--- src/rtl/pc_fetch_unit_if.sv ---
// Instruction-memory request/response bundle between the fetch unit (master)
// and instruction memory (slave).
interface pc_fetch_unit_if #(
    parameter int unsigned XLEN = 32
);
    logic            imem_req_valid;
    logic            imem_req_ready;
    logic [XLEN-1:0] imem_addr;
    logic            imem_rsp_valid;
    logic [31:0]     imem_rdata;

    modport master (
        output imem_req_valid,
        output imem_addr,
        input  imem_req_ready,
        input  imem_rsp_valid,
        input  imem_rdata
    );

    modport slave (
        input  imem_req_valid,
        input  imem_addr,
        output imem_req_ready,
        output imem_rsp_valid,
        output imem_rdata
    );
endinterface

--- src/rtl/pc_fetch_unit.sv ---
// Program counter owner and instruction fetcher: IDLE -> REQ -> WAIT -> HOLD loop.
// Optional MISALIGN_TRAP_EN redirects misaligned targets to TRAP_VEC with a trap pulse.
module pc_fetch_unit #(
    parameter int unsigned     XLEN     = 32,
    parameter logic [XLEN-1:0] RESET_PC = 32'h0000_0000,
    parameter logic [XLEN-1:0] TRAP_VEC = 32'h0000_0100
) (
    input  logic            clk,
    input  logic            rst_n,
    input  logic [1:0]      PCsrc,
    input  logic [XLEN-1:0] ImmExt,
    input  logic [XLEN-1:0] JumpTarget,
    input  logic            retire,
    pc_fetch_unit_if.master imem,
    output logic [31:0]     instr,
    output logic            instr_valid,
    output logic [XLEN-1:0] PC,
    output logic [XLEN-1:0] PCPlus4,
    output logic            trap
);
    typedef enum logic [1:0] {
        IDLE,
        REQ,
        WAIT,
        HOLD
    } state_t;

    state_t          state, state_nxt;
    logic [XLEN-1:0] pc_q;
    logic [XLEN-1:0] target;
    logic [XLEN-1:0] next_pc;
    logic [31:0]     instr_q;
    logic            take_retire;

    assign take_retire = (state == HOLD) && retire;

    always_ff @(posedge clk or negedge rst_n) begin
        if (!rst_n) begin
            state <= IDLE;
        end else begin
            state <= state_nxt;
        end
    end

    always_comb begin
        state_nxt = state;
        unique case (state)
            IDLE: state_nxt = REQ;
            REQ:  if (imem.imem_req_ready) state_nxt = WAIT;
            WAIT: if (imem.imem_rsp_valid) state_nxt = HOLD;
            HOLD: if (retire)              state_nxt = REQ;
            default: state_nxt = IDLE;
        endcase
    end

    always_comb begin
        target = pc_q + XLEN'(4);
        unique case (PCsrc)
            2'b01:   target = pc_q + ImmExt;
            2'b10:   target = JumpTarget;
            default: target = pc_q + XLEN'(4);
        endcase
    end

`ifdef MISALIGN_TRAP_EN
    logic misaligned;
    logic trap_q;

    assign misaligned = |target[1:0];
    assign next_pc    = misaligned ? TRAP_VEC : target;

    // Pulse lands in the cycle after the retire that produced the bad target.
    always_ff @(posedge clk or negedge rst_n) begin
        if (!rst_n) begin
            trap_q <= 1'b0;
        end else begin
            trap_q <= take_retire && misaligned;
        end
    end

    assign trap = trap_q;
`else
    assign next_pc = {target[XLEN-1:2], 2'b00};
    assign trap    = 1'b0;
`endif

    always_ff @(posedge clk or negedge rst_n) begin
        if (!rst_n) begin
            pc_q    <= RESET_PC;
            instr_q <= '0;
        end else begin
            if ((state == WAIT) && imem.imem_rsp_valid) begin
                instr_q <= imem.imem_rdata;
            end
            if (take_retire) begin
                pc_q <= next_pc;
            end
        end
    end

    assign imem.imem_req_valid = (state == REQ);
    assign imem.imem_addr      = pc_q;
    assign instr_valid         = (state == HOLD);
    assign instr               = instr_q;
    assign PC                  = pc_q;
    assign PCPlus4             = pc_q + XLEN'(4);
endmodule

--- src/flat_wrapper.sv ---
// flat-port wrapper written by rule: the top's interface ports become plain ports
module pc_fetch_unit_flat 
#(
    parameter int unsigned     XLEN     = 32,
    parameter logic [XLEN-1:0] RESET_PC = 32'h0000_0000,
    parameter logic [XLEN-1:0] TRAP_VEC = 32'h0000_0100
)
  (clk, rst_n, PCsrc, ImmExt, JumpTarget, retire, instr, instr_valid, PC, PCPlus4, trap, imem_imem_req_valid, imem_imem_addr, imem_imem_req_ready, imem_imem_rsp_valid, imem_imem_rdata);
  pc_fetch_unit_if #(.XLEN(XLEN)) imem_i ();
  input  logic clk;
  input  logic rst_n;
  input  logic [1:0] PCsrc;
  input  logic [XLEN-1:0] ImmExt;
  input  logic [XLEN-1:0] JumpTarget;
  input  logic retire;
  output logic [31:0] instr;
  output logic instr_valid;
  output logic [XLEN-1:0] PC;
  output logic [XLEN-1:0] PCPlus4;
  output logic trap;
  output wire logic [$bits(imem_i.imem_req_valid)-1:0] imem_imem_req_valid;
  output wire logic [$bits(imem_i.imem_addr)-1:0] imem_imem_addr;
  input wire logic [$bits(imem_i.imem_req_ready)-1:0] imem_imem_req_ready;
  input wire logic [$bits(imem_i.imem_rsp_valid)-1:0] imem_imem_rsp_valid;
  input wire logic [$bits(imem_i.imem_rdata)-1:0] imem_imem_rdata;
  assign imem_imem_req_valid = imem_i.imem_req_valid;
  assign imem_imem_addr = imem_i.imem_addr;
  assign imem_i.imem_req_ready = imem_imem_req_ready;
  assign imem_i.imem_rsp_valid = imem_imem_rsp_valid;
  assign imem_i.imem_rdata = imem_imem_rdata;
  pc_fetch_unit #(.XLEN(XLEN), .RESET_PC(RESET_PC), .TRAP_VEC(TRAP_VEC)) u_core (.clk(clk), .rst_n(rst_n), .PCsrc(PCsrc), .ImmExt(ImmExt), .JumpTarget(JumpTarget), .retire(retire), .imem(imem_i), .instr(instr), .instr_valid(instr_valid), .PC(PC), .PCPlus4(PCPlus4), .trap(trap));
endmodule
--- config.mk ---
export PLATFORM = sky130hd
export DESIGN_NAME = pc_fetch_unit_flat
export DESIGN_NICKNAME = d
export VERILOG_FILES = /design/src/rtl/pc_fetch_unit_if.sv /design/src/rtl/pc_fetch_unit.sv /design/src/flat_wrapper.sv
export SDC_FILE = /design/constraint.sdc
export NUM_CORES = 1
export LEC_CHECK = 0
export CELL_PAD_IN_SITES_DETAIL_PLACEMENT = 1
export CELL_PAD_IN_SITES_GLOBAL_PLACEMENT = 1
export CORE_UTILIZATION = 30
export DETAILED_ROUTE_END_ITERATION = 10
export PLACE_DENSITY = 0.77
export SYNTH_ARGS = -nofsm -noshare
export SYNTH_HDL_FRONTEND = slang
export SYNTH_SLANG_ARGS = --single-unit
--- constraint.sdc ---
create_clock -name clk -period 3.15 [get_ports clk]
set_clock_uncertainty 0.05 [all_clocks]
set_input_delay 0.63 -clock clk [delete_from_list [all_inputs] [get_ports clk]]
set_output_delay 0.63 -clock clk [all_outputs]
set_load 0.02 [all_outputs]
==> metrics.log <==
INFO  metric status = finished, violations left
INFO  metric violations = DRC
INFO  metric number_of_enable_type_register_cells_in_the_synthesized_netlist = 0
INFO  metric netSwitchingFraction = 0.454
INFO  metric internal_power = 5160 uW
INFO  metric yosys.cell_types.count = 67
INFO  metric port_buffers = 222
INFO  metric reg2reg_slack = 310 ps
INFO  metric number_of_warnings_reported_in_the_yosys_synthesis_log = 0
INFO  metric cts_htree_levels = 3
INFO  metric tightest_slew = ~630 ps
INFO  metric timing.final.hold_violations = 0
INFO  metric detailedPlacementHpwl = 17.5 mm
INFO  metric post_synth_mux_area_share = 0.0840
INFO  metric fillerInstances = 2,142
INFO  metric max_slew_margin = 0.579
INFO  metric hold_slack = 254 ps
INFO  metric period_minus_slack = 3010 ps
INFO  metric worstReg2RegStart = u_core.PC[6]
INFO  metric yosys_reg_bits = 64
INFO  metric track_usage = 0.230
INFO  metric cp_cell_sequence = clkdlybuf4s50_1, ha_1, and2_1, a221oi_1, nand2_2, a311o_1, a21oi_1, a21oi_1, xor2_1, a31o_2
INFO  metric globalRouteOverflowTotal = 0
INFO  metric crit_path_end_kind = register
INFO  metric area.growth.synth_to_final = 57.4%
INFO  metric placement.cell_area = ~0.0085 mm2
INFO  metric antennaDiodeCount = 0
INFO  metric synth_top_cells_by_area = dfrtp_1 (28%), ha_1 (8.0%), mux2_2 (7.0%)
INFO  metric detail_route.drc_violations = 15
INFO  metric worstRegToRegCells = 10
INFO  metric share_seq_of_total_power = 0.162
INFO  metric syn_area_per_cell = 8.71 um2
INFO  metric routed-via-count = 6,007
INFO  metric post_synth_instance_area = 0.00565 mm2
INFO  metric ys_seq_area_frac = 0.284
INFO  metric maxClockFrequency = around 330 MHz
INFO  metric core_region_area = between 0.015 and 0.02 mm2
INFO  metric grt_pass1_vias = between 6,000 and 7,000
INFO  metric core.rowCount = 49
INFO  metric cp_data_required_time = 3330 ps
INFO  metric path_common_cell = a21oi_1
INFO  metric post-synth-top-area-fraction = 0.284
INFO  metric seqCellArea = approximately 0.0016 mm2
INFO  metric ys_dominant_reg_cell = dfrtp_1
INFO  metric power.density = 1060 mW/mm2
INFO  metric main_combinational_cell_family_by_area_after_synthesis = compound AO/OA/AOI/OAI gates
INFO  metric dr.first_iter.drc_count = 357
INFO  metric first_pass_iters = 8
INFO  metric totalWireLength = 22.2 mm
INFO  metric clockBufferDepth = 2
INFO  metric share_comb_of_total_power = 0.718
INFO  metric arrival = 3190 ps
INFO  metric max-vdd-ir-drop = about 0.42 mV
INFO  metric clock_latency_on_the_worst_skew_pair = 340 ps
INFO  metric netlist.top_cell.by_area = dfrtp_1
INFO  metric cts.reportedPaths.clkPinSlew = ~60 ps
INFO  metric design.die.area = 0.0194 mm2
INFO  metric area_used_by_multi_input_combinational_logic = 0.00367 mm2
INFO  metric rsz0062_at_grt = false
INFO  metric p_clk_frac = 0.120
INFO  metric synth-xor-area-share = 0.0838
INFO  metric drv_cap = 0
INFO  metric utilization = 0.488
INFO  metric detail_route.wl_per_cell = 19.3 um
INFO  metric synth_compound_gate_area_share = 0.211
INFO  metric start_util = 0.310
INFO  metric overall_die_height = approximately 140 um
INFO  metric criticalPathCategory = in2reg
INFO  metric grt_antenna_before_repair = 0
INFO  metric worst-path-max-fanout = 4
INFO  metric cts_tree = built
INFO  metric ioPinCount = roughly 230
INFO  metric pin_count_of_the_biggest_net_entering_global_routing = about 40
INFO  metric clock_tree_root = clkbuf_16
INFO  metric netSwitchingPower = 4300 uW
INFO  metric crit_path_start_kind = input port
INFO  metric asyncSetResetFlopFracSynth = 1.00
INFO  metric slowest_stage_delay_on_critical_path = 400 ps
INFO  metric drt.antenna.violating_nets = 0
INFO  metric leakage = about 0.004 uW
INFO  metric final_min_period_over_clock_period = 0.955
INFO  metric synthesis.instances = 648
INFO  metric timing.hold.worst.class = in2async
INFO  metric gp_congestion = 0.898
INFO  metric final-max-slew-violation-count = 0
INFO  metric power = 9450 uW
INFO  metric critical_path.reg2reg.endpoint = u_core.PC[28]
INFO  metric fin_area = between 0.008 and 0.009 mm2
INFO  metric dieWidth = 139 um
INFO  metric final_layout_size_suffix_gt1_frac = 0.203
INFO  metric detail_route.vias_per_cell = 5.21
INFO  metric numCtsBuffers = 9
INFO  metric cts.sink_count = 64
INFO  metric synth_simple_gate_area_share = 0.171
INFO  metric setup_viol_count_final = 0
INFO  metric critPathSlowestCell = clkdlybuf4s50_1
INFO  metric global_route_wire_length_before_repair = 34.5 mm
INFO  metric layout_net_count = 1,058
INFO  metric yosys.area_share.adder = 0.0833
## cell usage in the layout (no fill, tap or decap), drive strengths merged, types with 19 or more instances in the layout
cell and n:
clkdlybuf4s50 200, buf 102, dfrtp 64, nand2 55
nor2 49, a21oi 45, ha 36, o21ai 36
mux2 35, xnor2 34, clkbuf 23, nand3 21
xor2 20, inv 19, a221oi 19
## sequential cells by signal, indices dropped and copies added (netlist names)
name	cells
u_core.state	2
u_core.PC	30
u_core.instr	32
## worst max path at each step
stage,startpoint,endpoint
3_5_place_dp,ImmExt[2],u_core.PC[20]
5_1_grt,u_core.PC[3],PCPlus4[20]
3_3_place_gp,ImmExt[6],u_core.PC[28]
2_1_floorplan,u_core.PC[3],PCPlus4[18]
6_report,ImmExt[6],u_core.PC[28]
4_1_cts,u_core.PC[3],PCPlus4[12]
## routing by layer
metal  routed length [um]  up-vias  global-route usage
li1                     -     2865                   -
met1                 9580     2933               0.282
met2                11200      191               0.411
met3                 1080       18              0.0425
met4                  321        0              0.0585
met5                    0        -                   0
## final cells by class
type | instances | area share
multi-input cells | 503 | 0.413
clock buffers | 14 | 0.0308
inverters | 19 | 0.00803
clock inverters | 2 | 0.00676
well taps | 229 | 0.0322
flip-flops and latches | 64 | 0.180
repair buffers | 321 | 0.328
## power by group through the flow
stage,sequential [uW],combinational (uW),clock [uW]
2_1_floorplan,2140,3240,0
3_3_place_gp,1500,6650,0
3_5_place_dp,1540,6780,0
4_1_cts,1530,6780,1160
5_1_grt,1600,7240,1190
6_report,1530,6790,1130
## synthesized netlist by cell type, types with 2 or more instances
library cell and n:
a31o_2 2, nor2_1 48, nand2_1 55, o21ai_1 2
a41oi_1 2, nand3_1 19, a211oi_1 7, inv_1 19
o211ai_1 3, mux2i_1 8, buf_4 37, buf_1 9
a221oi_1 19, o22a_1 5, a211o_1 4, ha_1 36
nand4_1 9, nor4_1 3, and3_1 10, o21bai_1 4
nor3_1 6, nor4_4 3, a21o_1 15, a22o_1 4
and4_1 3, xnor2_1 34, o21ba_2 3, a21oi_1 45
xor2_1 20, nand2b_1 3, mux2_2 35, a31oi_1 7
and2_1 4, clkbuf_1 17, a311o_1 2, o21ai_0 34
o21a_1 4, or3_1 4, buf_2 4, o22ai_1 4
dfrtp_1 64, nor2b_1 7
## stage by stage
stage	setup TNS [ps]	cells	setup WS (ps)
after floorplan	0	654	381
after global placement	-2130	1136	-240
after detailed placement	-3170	1136	-297
after CTS	0	1152	3.27
after global routing	0	1152	0.754
final	0	1152	143
## kinds of logic (layout without fill, tap and decap cells)
family / after synthesis / count (layout)
AOI/OAI and AO/OA: 177 / 177
xor gates and xnor gates: 54 / 54
adders and majority gates: 37 / 37
buffers and inverters: 87 / 356
DFF: 64 / 64
muxes: 43 / 43
other: 1 / 7
and+or+nand+nor: 185 / 185
## critical path: cells and delay by family
| kind | cells | cell delay (ps) |
|---|---|---|
| AO/OA/AOI/OAI | 5 | 1340 |
| XOR/XNOR | 1 | 160 |
| adder cells (fa/ha/maj) | 1 | 310 |
| AND/OR/NAND/NOR | 2 | 340 |
| buffers and inverters | 1 | 400 |
## repair_timing
| item | 4_1_cts | 5_1_grt |
|---|---|---|
| buffers inserted | 0 | 0 |
| resized for setup | 30 | 32 |
| hold buffers | 0 | 0 |
| gates cloned | 0 | 0 |
| pin swaps | 0 | 2 |
| setup endpoints to repair | 20 | 26 |
Note: power is estimated with default switching activity, not from simulation.
